--- config.mk ---
export PLATFORM = sky130hd
export DESIGN_NAME = bcd_7seg_scan
export DESIGN_NICKNAME = d
export VERILOG_FILES = /design/src/rtl/bcd_7seg_scan.sv
export SDC_FILE = /design/constraint.sdc
export NUM_CORES = 1
export LEC_CHECK = 0
export ABC_AREA = 1
export BUFFER_PORTS_ARGS = -buffer_cell sky130_fd_sc_hd__buf_2
export CAP_MARGIN = 5
export CORE_ASPECT_RATIO = 0.9
export CORE_UTILIZATION = 42
export CTS_CLUSTER_SIZE = 25
export DETAILED_ROUTE_END_ITERATION = 8
export PLACE_DENSITY = 0.74
export SLEW_MARGIN = 20
export SYNTH_ARGS = -nofsm -noshare
export SYNTH_HDL_FRONTEND = slang
export SYNTH_SLANG_ARGS = --single-unit
--- constraint.sdc ---
create_clock -name clk -period 2.2 [get_ports clk]
set_clock_uncertainty 0.2 [all_clocks]
set_input_delay 0.11 -clock clk [delete_from_list [all_inputs] [get_ports clk]]
set_output_delay 0.11 -clock clk [all_outputs]
set_load 0.02 [all_outputs]
--- src/rtl/bcd_7seg_scan.sv ---
// Three-digit multiplexed 7-segment driver fed by a binary-to-BCD converter.
// Optional build macro LEADING_ZERO_BLANK_EN suppresses leading-zero digits.
module bcd_7seg_scan #(
    parameter int SCAN_DIV       = 1000,
    parameter int BLANK_CYC      = 2,
    parameter bit SEG_ACTIVE_LOW = 1'b1,
    parameter bit AN_ACTIVE_LOW  = 1'b1
) (
    input  logic       clk,
    input  logic       rst,
    input  logic [3:0] ones,
    input  logic [3:0] tens,
    input  logic [3:0] hundreds,
    output logic [6:0] seg,
    output logic [2:0] an,
    output logic       frame_tick
);
    localparam int CW = (SCAN_DIV > 2) ? $clog2(SCAN_DIV) : 1;

    typedef enum logic [1:0] {
        DIG0 = 2'd0,
        DIG1 = 2'd1,
        DIG2 = 2'd2
    } state_t;

    state_t        state_reg;
    logic [CW-1:0] cnt_reg;
    logic [3:0]    snap_o_reg, snap_t_reg, snap_h_reg;
    logic [6:0]    seg_reg;
    logic [2:0]    an_reg;
    logic          frame_tick_reg;

    logic          slot_end;
    logic          in_blank;
    logic [3:0]    cur_digit;
    logic [2:0]    show;
    logic [2:0]    an_next;
    state_t        state_next;

    function automatic logic [6:0] decode(input logic [3:0] d);
        case (d)
            4'd0:    decode = 7'h3F;
            4'd1:    decode = 7'h06;
            4'd2:    decode = 7'h5B;
            4'd3:    decode = 7'h4F;
            4'd4:    decode = 7'h66;
            4'd5:    decode = 7'h6D;
            4'd6:    decode = 7'h7D;
            4'd7:    decode = 7'h07;
            4'd8:    decode = 7'h7F;
            4'd9:    decode = 7'h6F;
            default: decode = 7'h40;
        endcase
    endfunction

    assign slot_end = (cnt_reg == CW'(SCAN_DIV - 1));

    generate
        if (BLANK_CYC == 0) begin : g_no_blank
            assign in_blank = 1'b0;
        end else begin : g_blank
            assign in_blank = (cnt_reg < CW'(BLANK_CYC));
        end
    endgenerate

    // Leading-zero suppression works on the snapshot, so it is frame-consistent.
`ifdef LEADING_ZERO_BLANK_EN
    assign show[0] = 1'b1;
    assign show[1] = (snap_h_reg != 4'd0) || (snap_t_reg != 4'd0);
    assign show[2] = (snap_h_reg != 4'd0);
`else
    assign show = 3'b111;
`endif

    always_comb begin
        cur_digit  = snap_o_reg;
        state_next = DIG0;
        case (state_reg)
            DIG0: begin
                cur_digit  = snap_o_reg;
                state_next = DIG1;
            end
            DIG1: begin
                cur_digit  = snap_t_reg;
                state_next = DIG2;
            end
            DIG2: begin
                cur_digit  = snap_h_reg;
                state_next = DIG0;
            end
            default: begin
                cur_digit  = snap_o_reg;
                state_next = DIG0;
            end
        endcase
    end

    genvar gi;
    generate
        for (gi = 0; gi < 3; gi++) begin : g_an
            assign an_next[gi] = (state_reg == state_t'(gi)) && !in_blank && show[gi];
        end
    endgenerate

    always_ff @(posedge clk) begin
        if (rst) begin
            state_reg      <= DIG0;
            cnt_reg        <= '0;
            snap_o_reg     <= '0;
            snap_t_reg     <= '0;
            snap_h_reg     <= '0;
            seg_reg        <= '0;
            an_reg         <= '0;
            frame_tick_reg <= 1'b0;
        end else begin
            seg_reg        <= decode(cur_digit);
            an_reg         <= an_next;
            frame_tick_reg <= slot_end && (state_reg == DIG2);
            if (slot_end) begin
                cnt_reg   <= '0;
                state_reg <= state_next;
                if (state_reg == DIG2) begin
                    snap_o_reg <= ones;
                    snap_t_reg <= tens;
                    snap_h_reg <= hundreds;
                end
            end else begin
                cnt_reg <= cnt_reg + 1'b1;
            end
        end
    end

    assign seg        = seg_reg ^ {7{SEG_ACTIVE_LOW}};
    assign an         = an_reg ^ {3{AN_ACTIVE_LOW}};
    assign frame_tick = frame_tick_reg;
endmodule

==> results_dict.tcl <==
set metrics [dict create \
    crit_fanout 7 \
    std_cell_rows 22 \
    die_h_um 63.60 \
    layout_min_cycle_time_ns 2.051 \
    nFillCells 410 \
    path_clk_slew_ns 0.07 \
    cts_tree "done" \
    gp_congestion 0.8121 \
    drive_gt1_share_pct 15.51 \
    cts_buffer_depth 2 \
    globalRouteOverflowTotal 0 \
    grt_pass1_vias 1439 \
    final_nets 327 \
    leakagePower_nw 1.107 \
    areaGrowthSynthToFinish_pct 24.24 \
    ys_seq_elements 35 \
    grt_pass1_wl_um 6251 \
    vias 1652 \
    dp_hpwl_um 2435 \
    synthDistinctLibCells 20 \
    outcome "completed" \
    tns_ns 0 \
    ys_top_cells_by_area "dfxtp_1 40%, nand2_1 15%, inv_1 8.9%, nor2_1 8.5%, ha_1 7.8%" \
    final_cells 351 \
    cp-end-kind "flip-flop" \
    critPathArrivalTime_ns 2.07 \
    ys_seq_area_share_pct 39.58 \
    grt_start_max_net_pins 18 \
    grtUsageTotal_pct 17.80 \
    drcViolationCount 0 \
    cts_root_buf "clkbuf_8" \
    synth_cells 260 \
    dieWidth_um 70.44 \
    cts_buffers 5 \
    relSlewSlack_pct 67.23 \
    wl_um 3664 \
    insertion_delay_ns 0.29 \
    yosysTopAreaCell "dfxtp_1" \
    critPathBufInv 3 \
    antenna_cells 0 \
    path_class "flip-flop to flip-flop" \
    initial_core_util_pct 43.75 \
    antenna_found_initial 0 \
    critical_path.max_stage_delay_ns 0.37 \
    regArea_sq_um 701.9 \
    path_cells "inv_1 -> ha_4 -> inv_2 -> nand2_1 -> o21ai_4 -> inv_2 -> ha_1 -> nand3_1 -> nand2_1 -> a21oi_1" \
    timing.final.hold_violations 0 \
    avgSynthCellArea_sq_um 6.809 \
    via_per_inst 4.707 \
    fp.dieArea_sq_um 4479 \
    cts_max_level 2 \
    hold_class "flip-flop to flip-flop" \
    cts.sinks 35 \
    wl_per_cell_um 10.44 \
    drt_iter0_markers 101 \
    fin_crit_sh_pct 93.21 \
    cp_data_required_time_ns 2.22 \
    cap_viol_max_count 0 \
    syn-cell-area_sq_um 1770 \
    startpoint_type "flip-flop" \
    first_pass_iters 4 \
    setup_viol 0 \
    slowest_stage "dfxtp_2" \
    worst_pin_slew_ns 0.4902 \
    multiInputGateArea_sq_um 882.1 \
    maxSlewViolCount 0 \
    synthesis.nets 285 \
    dp.cells 329 \
    largest_reg_flops 10 \
    rsz0062_at_grt "no" \
    yosys.area.top_type_share_pct 39.58 \
    antenna_left 0 \
    max_freq_mhz 487.7 \
    path_delay_family "adder cells" \
    vdd_drop_max_mv 0.2596 \
    power_density_nw_per_um2 606.0 \
    port-buffer-count 24 \
    pin_count 25 \
    yosys_warnings 0 \
    core_area_sq_um 4046 \
]
-- cell type report --
cell class | count | share of cell area, %
Multi-Input combinational cell | 176 | 40.10
Sequential cell | 35 | 31.91
Timing Repair Buffer | 40 | 12.40
Inverter | 44 | 7.509
Clock buffer | 6 | 3.754
Tap cell | 48 | 2.730
Clock inverter | 2 | 1.593
-- worst reg2reg max path: stages, from the launching register on --
cell	delay (ns)
dfxtp_2	0.37
inv_1	0.10
ha_4	0.28
inv_2	0.13
nand2_1	0.11
o21ai_4	0.10
inv_2	0.08
ha_1	0.28
nand3_1	0.10
nand2_1	0.06
a21oi_1	0.17
-- cell usage after synthesis, drive strengths merged --
cell type,instances
nand2,74
ha,11
nand4,6
o21ai,8
clkbuf,2
buf,3
nor2,40
nor3,6
nand3,14
nor3b,3
dfxtp,35
a21oi,14
inv,44
-- stage by stage --
step	power [mW]	setup WS (ns)	hold slack [ns]	util, %	instance area (sq um)
6_report	1.333	0.1494	0.3058	54.36	2200
5_1_grt	1.379	0.04003	0.3365	54.36	2200
3_5_place_dp	0.7258	-0.001782	0.1374	47.40	1918
4_1_cts	1.341	0.03387	0.3073	53.77	2176
3_3_place_gp	0.7245	0.05479	0.1303	47.40	1918
2_1_floorplan	0.7035	0.1349	0.04492	-	1770
-- kinds of logic after synthesis --
kind of cell	share of synthesized area, %
flip-flops	39.58
AO/OA/AOI/OAI	6.644
adder cells (fa/ha/maj)	7.774
buffers and inverters	12.01
AND/OR/NAND/NOR	33.99
-- where the power goes --
part / switching (mW) / internal, mW / leakage, nW
sequential: 0.00744 / 0.645 / 0.285
clock: 0.237 / 0.366 / 0.0612
combinational: 0.0401 / 0.0368 / 0.760
total: 0.284 / 1.05 / 1.11
-- layer usage --
layer  track usage [%]  vias to the layer above  part of all wire (%)
met5                 0                        -                     0
met2             28.21                       29                    45
met3             3.360                        7                   2.6
met1             22.92                      735                    50
li1                  -                      881                     -
met4             9.000                        0                   2.2
-- path summary, 6_finish.rpt --
path / from / to / slack [ns] / cells past startpoint
min: cnt_reg[0] / cnt_reg[0] / 0.31 / 1
max reg2reg: state_reg[0] / seg_reg[1] / 0.15 / 10
min reg2reg: cnt_reg[0] / cnt_reg[0] / 0.31 / 1
max: state_reg[0] / seg_reg[1] / 0.15 / 10
-- placed cells by master, fill, tap and decap left out --
cell type / instances
o21ai_0: 5
o21ai_1: 1
dfxtp_1: 34
a21oi_1: 14
nor3_1: 5
clkinv_2: 1
nand2_1: 73
buf_2: 24
inv_2: 3
inv_1: 41
clkbuf_8: 6
nand4_2: 1
buf_4: 3
dlygate4sd3_1: 13
nor2_1: 40
dfxtp_2: 1
nor3_2: 1
ha_4: 1
ha_2: 2
nand3_1: 14
nor3b_1: 3
o21ai_4: 1
nand2_2: 1
bufinv_16: 1
ha_1: 8
nand4_1: 5
o21ai_2: 1
-- repair_timing --
item                                    4_1_cts  5_1_grt
hold buffers                                 13        0
pin swaps                                     0        1
resized for setup                             2        5
endpoints found under the setup margin        3        6
setup buffers                                 0        1
hold endpoints to repair                     20        0
(Power assumes the default switching activity.)
